File: src/rtl/rifl_tx_arbiter_pkg.sv
// rifl_tx_arbiter_pkg: shared state encoding, flit width and clog2 helper for the RIFL TX arbiter
package rifl_tx_arbiter_pkg;
  localparam int RIFL_FLIT_W = 116;
  typedef enum logic {IDLE = 1'b0, GRANT = 1'b1} arb_state_e;
  function automatic int clog2(input int v);
    int r;
    r = 0;
    for (int p = 1; p < v; p = p * 2) r = r + 1;
    return r;
  endfunction
endpackage

File: src/rtl/rifl_tx_arbiter_if.sv
// rifl_tx_arbiter_if: requester channels plus TX core handshake seen by the arbiter
interface rifl_tx_arbiter_if import rifl_tx_arbiter_pkg::*; #(
  parameter int NUM_CH = 4,
  parameter int DWIDTH = RIFL_FLIT_W
);
  logic [NUM_CH*DWIDTH-1:0] ch_data;
  logic [NUM_CH-1:0]        ch_valid;
  logic [NUM_CH-1:0]        ch_last;
  logic [NUM_CH-1:0]        ch_ready;
  logic [NUM_CH-1:0]        ch_en;
  logic [DWIDTH-1:0]        tx_data;
  logic                     tx_valid;
  logic                     tx_ready;
  logic                     tx_up;
  modport slave (
    input  ch_data, ch_valid, ch_last, ch_en, tx_ready, tx_up,
    output ch_ready, tx_data, tx_valid
  );
  modport master (
    output ch_data, ch_valid, ch_last, ch_en, tx_ready, tx_up,
    input  ch_ready, tx_data, tx_valid
  );
endinterface

File: src/rtl/rifl_tx_arbiter_rr_pick.sv
// rifl_tx_arbiter_rr_pick: first set request at or after ptr, cyclically
module rifl_tx_arbiter_rr_pick import rifl_tx_arbiter_pkg::*; #(
  parameter int N = 4,
  localparam int IW = clog2(N)
)(
  input  logic [N-1:0]  req,
  input  logic [IW-1:0] ptr,
  output logic          found,
  output logic [IW-1:0] idx
);
  logic [N-1:0]  rot;
  logic [IW-1:0] off;
  logic [IW:0]   sum;
  assign rot = N'({req, req} >> ptr);
  always_comb begin
    off = '0;
    for (int i = N - 1; i >= 0; i--) off = rot[i] ? IW'(i) : off;
  end
  assign sum = {1'b0, ptr} + {1'b0, off};
  assign found = |req;
  assign idx = sum >= (IW+1)'(N) ? IW'(sum - (IW+1)'(N)) : sum[IW-1:0];
endmodule

File: src/rtl/rifl_tx_arbiter.sv
// rifl_tx_arbiter: packet-aware round-robin arbiter feeding the RIFL TX core flit input
module rifl_tx_arbiter import rifl_tx_arbiter_pkg::*; #(
  parameter int NUM_CH    = 4,
  parameter int DWIDTH    = RIFL_FLIT_W,
  parameter int PKT_MODE  = 1,
  parameter int MAX_BURST = 64,
  parameter int CNT_W     = 32,
  localparam int IW = clog2(NUM_CH)
)(
  input  logic                    clk,
  input  logic                    rst,
  rifl_tx_arbiter_if.slave        bus,
  output logic                    grant_vld,
  output logic [IW-1:0]           grant_id,
  input  logic                    stat_clr,
  output logic [NUM_CH*CNT_W-1:0] stat_flits
);
  arb_state_e        state, state_n;
  logic [IW-1:0]     gid, gid_n, ptr, ptr_n, gnext, pick_ptr, pick_idx;
  logic [15:0]       bcnt, bcnt_n;
  logic [NUM_CH-1:0] req, pick_req, gmask;
  logic              act, xfer, rel, pick_found;
  assign req = bus.ch_valid & bus.ch_en;
  assign gmask = NUM_CH'(1) << gid;
  assign act = rst && state == GRANT;
  assign gnext = gid == IW'(NUM_CH - 1) ? '0 : gid + 1'b1;
  assign bus.tx_valid = act && bus.ch_valid[gid];
  assign bus.tx_data = act ? bus.ch_data[gid*DWIDTH +: DWIDTH] : '0;
  assign bus.ch_ready = act && bus.tx_ready ? gmask : '0;
  assign xfer = bus.tx_valid && bus.tx_ready;
  assign rel = xfer && (bus.ch_last[gid] || (PKT_MODE == 0 && bcnt == 16'(MAX_BURST - 1)));
  assign pick_req = state == GRANT ? req & ~gmask : req;
  assign pick_ptr = state == GRANT ? gnext : ptr;
  rifl_tx_arbiter_rr_pick #(.N(NUM_CH)) u_pick (
    .req   (pick_req),
    .ptr   (pick_ptr),
    .found (pick_found),
    .idx   (pick_idx)
  );
  always_ff @(posedge clk) begin
    if (!rst) begin
      state <= IDLE;
      gid   <= '0;
      ptr   <= '0;
      bcnt  <= '0;
    end else begin
      state <= state_n;
      gid   <= gid_n;
      ptr   <= ptr_n;
      bcnt  <= bcnt_n;
    end
  end
  always_comb begin
    state_n = state;
    gid_n   = gid;
    ptr_n   = ptr;
    bcnt_n  = bcnt;
    if (state == IDLE) begin
      if (bus.tx_up && pick_found) begin
        state_n = GRANT;
        gid_n   = pick_idx;
        bcnt_n  = '0;
      end
    end else if (rel) begin
      ptr_n  = gnext;
      bcnt_n = '0;
      state_n = bus.tx_up && pick_found ? GRANT : IDLE;
      gid_n   = bus.tx_up && pick_found ? pick_idx : gid;
    end else if (xfer) begin
      bcnt_n = bcnt + 1'b1;
    end
  end
  assign grant_vld = state == GRANT;
  assign grant_id  = gid;
  for (genvar c = 0; c < NUM_CH; c++) begin : g_stat
    logic [CNT_W-1:0] cnt;
    always_ff @(posedge clk) begin
      if (!rst || stat_clr) cnt <= '0;
      else if (xfer && gid == IW'(c) && cnt != '1) cnt <= cnt + 1'b1;
    end
    assign stat_flits[c*CNT_W +: CNT_W] = cnt;
  end
endmodule
File: src/flat_wrapper.sv
// flat-port wrapper written by rule: the top's interface ports become plain ports
module rifl_tx_arbiter_flat import rifl_tx_arbiter_pkg::*;
#(
  parameter int NUM_CH    = 4,
  parameter int DWIDTH    = RIFL_FLIT_W,
  parameter int PKT_MODE  = 1,
  parameter int MAX_BURST = 64,
  parameter int CNT_W     = 32,
  localparam int IW = clog2(NUM_CH)
)
  (clk, rst, grant_vld, grant_id, stat_clr, stat_flits, bus_ch_data, bus_ch_valid, bus_ch_last, bus_ch_en, bus_tx_ready, bus_tx_up, bus_ch_ready, bus_tx_data, bus_tx_valid);
  rifl_tx_arbiter_if #(.NUM_CH(NUM_CH), .DWIDTH(DWIDTH)) bus_i ();
  input  logic clk;
  input  logic rst;
  output logic grant_vld;
  output logic [IW-1:0] grant_id;
  input  logic stat_clr;
  output logic [NUM_CH*CNT_W-1:0] stat_flits;
  input wire logic [$bits(bus_i.ch_data)-1:0] bus_ch_data;
  input wire logic [$bits(bus_i.ch_valid)-1:0] bus_ch_valid;
  input wire logic [$bits(bus_i.ch_last)-1:0] bus_ch_last;
  input wire logic [$bits(bus_i.ch_en)-1:0] bus_ch_en;
  input wire logic [$bits(bus_i.tx_ready)-1:0] bus_tx_ready;
  input wire logic [$bits(bus_i.tx_up)-1:0] bus_tx_up;
  output wire logic [$bits(bus_i.ch_ready)-1:0] bus_ch_ready;
  output wire logic [$bits(bus_i.tx_data)-1:0] bus_tx_data;
  output wire logic [$bits(bus_i.tx_valid)-1:0] bus_tx_valid;
  assign bus_i.ch_data = bus_ch_data;
  assign bus_i.ch_valid = bus_ch_valid;
  assign bus_i.ch_last = bus_ch_last;
  assign bus_i.ch_en = bus_ch_en;
  assign bus_i.tx_ready = bus_tx_ready;
  assign bus_i.tx_up = bus_tx_up;
  assign bus_ch_ready = bus_i.ch_ready;
  assign bus_tx_data = bus_i.tx_data;
  assign bus_tx_valid = bus_i.tx_valid;
  rifl_tx_arbiter #(.NUM_CH(NUM_CH), .DWIDTH(DWIDTH), .PKT_MODE(PKT_MODE), .MAX_BURST(MAX_BURST), .CNT_W(CNT_W)) u_core (.clk(clk), .rst(rst), .bus(bus_i), .grant_vld(grant_vld), .grant_id(grant_id), .stat_clr(stat_clr), .stat_flits(stat_flits));
endmodule
File: config.mk
export PLATFORM = sky130hd
export DESIGN_NAME = rifl_tx_arbiter_flat
export DESIGN_NICKNAME = d
export VERILOG_FILES = /design/src/rtl/rifl_tx_arbiter_pkg.sv /design/src/rtl/rifl_tx_arbiter_if.sv /design/src/rtl/rifl_tx_arbiter_rr_pick.sv /design/src/rtl/rifl_tx_arbiter.sv /design/src/flat_wrapper.sv
export SDC_FILE = /design/constraint.sdc
export NUM_CORES = 1
export LEC_CHECK = 0
export ABC_AREA = 1
export ABC_CLOCK_PERIOD_IN_PS = 2400
export CORE_AREA = 2 2 284 286
export DETAILED_ROUTE_END_ITERATION = 10
export DIE_AREA = 0 0 286 288
export PLACE_DENSITY_LB_ADDON = 0.15
export SETUP_SLACK_MARGIN = 0.2
export SLEW_MARGIN = 15
export SYNTH_ARGS = -nofsm -noshare
export SYNTH_HDL_FRONTEND = slang
export SYNTH_SLANG_ARGS = --single-unit
File: constraint.sdc
create_clock -name clk -period 2.4 [get_ports clk]
set_input_delay 0.24 -clock clk [delete_from_list [all_inputs] [get_ports clk]]
set_output_delay 0.24 -clock clk [all_outputs]
set_load 0.02 [all_outputs]
==> flow_summary.toml <==
[outcome]
outcome = "completed"

[clock_tree]
cts_hold_buf = 0
clock-sinks = 133
cts_tree = "built"
root_buffer = "clkbuf_16"
cts_buffers = 17
clk_pin_slew_ps = 60
htreeDepth = 4
cts_buffer_depth = 2
clock_latency_ps = 460

[setup_path]
worstSetupStartpoint = "u_core.grant_id[0]"
path_class = "reg2out"
start_kind = "register"
cp_data_required_time_ps = 2160
r2r_start = "u_core.grant_id[0]"
crit_arrival_ps = 2110
reg2reg_depth = 13
critPathMaxFanout = 5
crit_path_end_kind = "output port"

[timing]
final.setup.tns_ps = 0
fin_skew_ps = 11.6
relSlewSlack_pct = 64.0
rsz0062_at_grt = "true"
hold_viol_final = 0
finalSetupViolations = 0
slew_violations = 0
min_period_ps = 2350
clock.fmax_ghz = 0.426
worst_slew_pin_slew_ps = 536
hold_ws_ps = 464
fin_crit_sh_pct = 97.8

[detailed_routing]
ant_nets = 0
drt_iter0_markers = 1205
first_pass_iters = 5
drt-wirelength-per-cell_um = 23.4
drt_wl_total_mm = 94.9
via_count = 18041
vias_per_cell = 4.44
drc = 0

[place]
dpl.cell_count = 3936
gp_congestion = 1.01
post-dp-hpwl_mm = 77.3
io_buffers = 732
dpl-instance-area_um2 = 21400

[global_route]
grtUsageMet1_pct = 24.0
grt_util_met3_pct = 4.86
use_met2_pct = 40.8
track_usage_pct = 21.8
grt_pass1_vias = 18088
grt_pass1_wl_mm = 130
grt.overflow.total = 0
grt_antenna_before_repair = 27
busiest_layer = "met2"
grt_start_max_net_pins = 63

[logic_synthesis]
yosysMostFrequentCell = "nor2_1"
synth_cell_types = 44
synth_edf_count = 0
ys_seq_elements = 133
syn_inst = 2156
synthArstFlopShare_pct = 0
synthFlopType = "dfxtp_1"
syn_nets = 2645
synth-seq-area-share_pct = 22.3
synth_warnings = 0
synthTopCellsByCount = "nor2_1, nand2_1, o21ai_0"
synth_top_area_share_pct = 22.3
syn_area_um2 = 11900
synth_largest_area_cell = "dfxtp_1"
avgSynthCellArea_um2 = 5.54
yosys-top-cells-area = "dfxtp_1, nor2_1, o21ai_0, nand2_1, a21oi_1"

[layout]
final_cells = 4062
final_cell_area_um2 = 24100
post-route-util_pct = 30.3
drive_gt1_share_pct = 18.5
syn_to_final_growth_pct = 102
nets = 3468

[die]
dieArea_um2 = 82400
die_y_um = 288
io_pins = 733
die_width_um = 286
fp.coreArea_um2 = 79600
rows = 104
start_util_pct = 15.0

[power]
power_density_nw_per_um2 = 375
peakVddDrop_uv = 340
p_leak_uw = 0.00888

[worst_hold_path]
hold_depth = 3
hp-class = "in2reg"
hp-start = "bus_tx_up"

[flow_run]
maxCapViolCount = 0
==> report_power, final <==
group	switching (uW)	internal (uW)
clock network	1110	1680
logic	1990	2020
registers	14.9	2220
==> sequential cells by signal, summed over array words and instances (netlist names) <==
name,count
u_core.grant_id,2
u_core.g_stat.cnt,128
u_core.ptr,2
u_core.grant_vld,1
==> cells by family (layout without fill, tap and decap cells) <==
logic type / count (synthesis) / in the layout / share of synthesized area [%]
simple gates: 1174 / 1175 / 41.1
compound gates: 515 / 515 / 21.9
buf+inv: 261 / 1095 / 9.07
flops: 133 / 133 / 22.3
xor+xnor: 65 / 65 / 4.77
fa+ha+maj: 8 / 8 / 0.839
other cells: 0 / 11 / 0
==> worst max-delay path, stage by stage (launching register included) <==
cell	delay (ps)
dfxtp_4	410
buf_12	170
buf_4	150
buf_16	110
nor2_1	50
nor2_1	80
o21ai_0	190
a21oi_1	290
buf_4	190
==> metrics by stage <==
step           total power (uW)  setup slack [ps]
5_1_grt                    9450              9.24
3_3_place_gp               5450              -147
2_1_floorplan              3560               235
6_report                   9030              52.1
3_5_place_dp               5460              -136
4_1_cts                    8860              45.9
==> cells in the final DEF (no fill, tap or decap), types with 10 or more instances in the layout <==
cell type	count
clkdlybuf4s50_1	610
nand2_1	347
nor3_1	53
clkbuf_16	23
a21oi_1	160
nand4_1	32
buf_2	24
nand3_2	10
nand2_2	15
buf_16	21
nor2_2	38
inv_1	128
buf_6	32
xnor2_1	16
a21oi_2	54
buf_12	59
dfxtp_1	130
nor4_1	15
xor2_1	49
nor2_4	27
diode_2	11
o21ai_0	166
buf_4	156
o21ai_2	16
nand3_1	60
nor2_1	543
o21ai_1	98
==> final timing paths <==
check | endpoint | slack (ps)
worst max register to register | u_core.g_stat[0].cnt[3] | 160
worst max-delay path | bus_tx_data[52] | 50
worst min register to register | u_core.ptr[0] | 480
worst min-delay path | u_core.grant_vld | 460
==> layout make-up <==
class	count	area (um^2)
Clock buffer	19	453
Sequential cell	133	2670
Tap cell	1060	1330
Antenna cell	11	27.5
Multi-Input combinational cell	1763	8950
Timing Repair Buffer	924	9970
Clock inverter	12	154
Fill cell	8799	55500
Inverter	140	559
==> timing repair <==
action / 4_1_cts / 5_1_grt
resized for setup: 538 / 201
gates cloned: 19 / 8
setup endpoints to repair: 140 / 244
pin swaps: 64 / 83
setup buffers: 32 / 26
==> routing by layer <==
| layer | vias up | share of wire, % |
|---|---|---|
| li1 | 8725 | - |
| met1 | 8518 | 38 |
| met2 | 663 | 52 |
| met3 | 119 | 6.2 |
| met4 | 16 | 3.5 |
| met5 | - | 0.11 |
(Power assumes the default switching activity.)
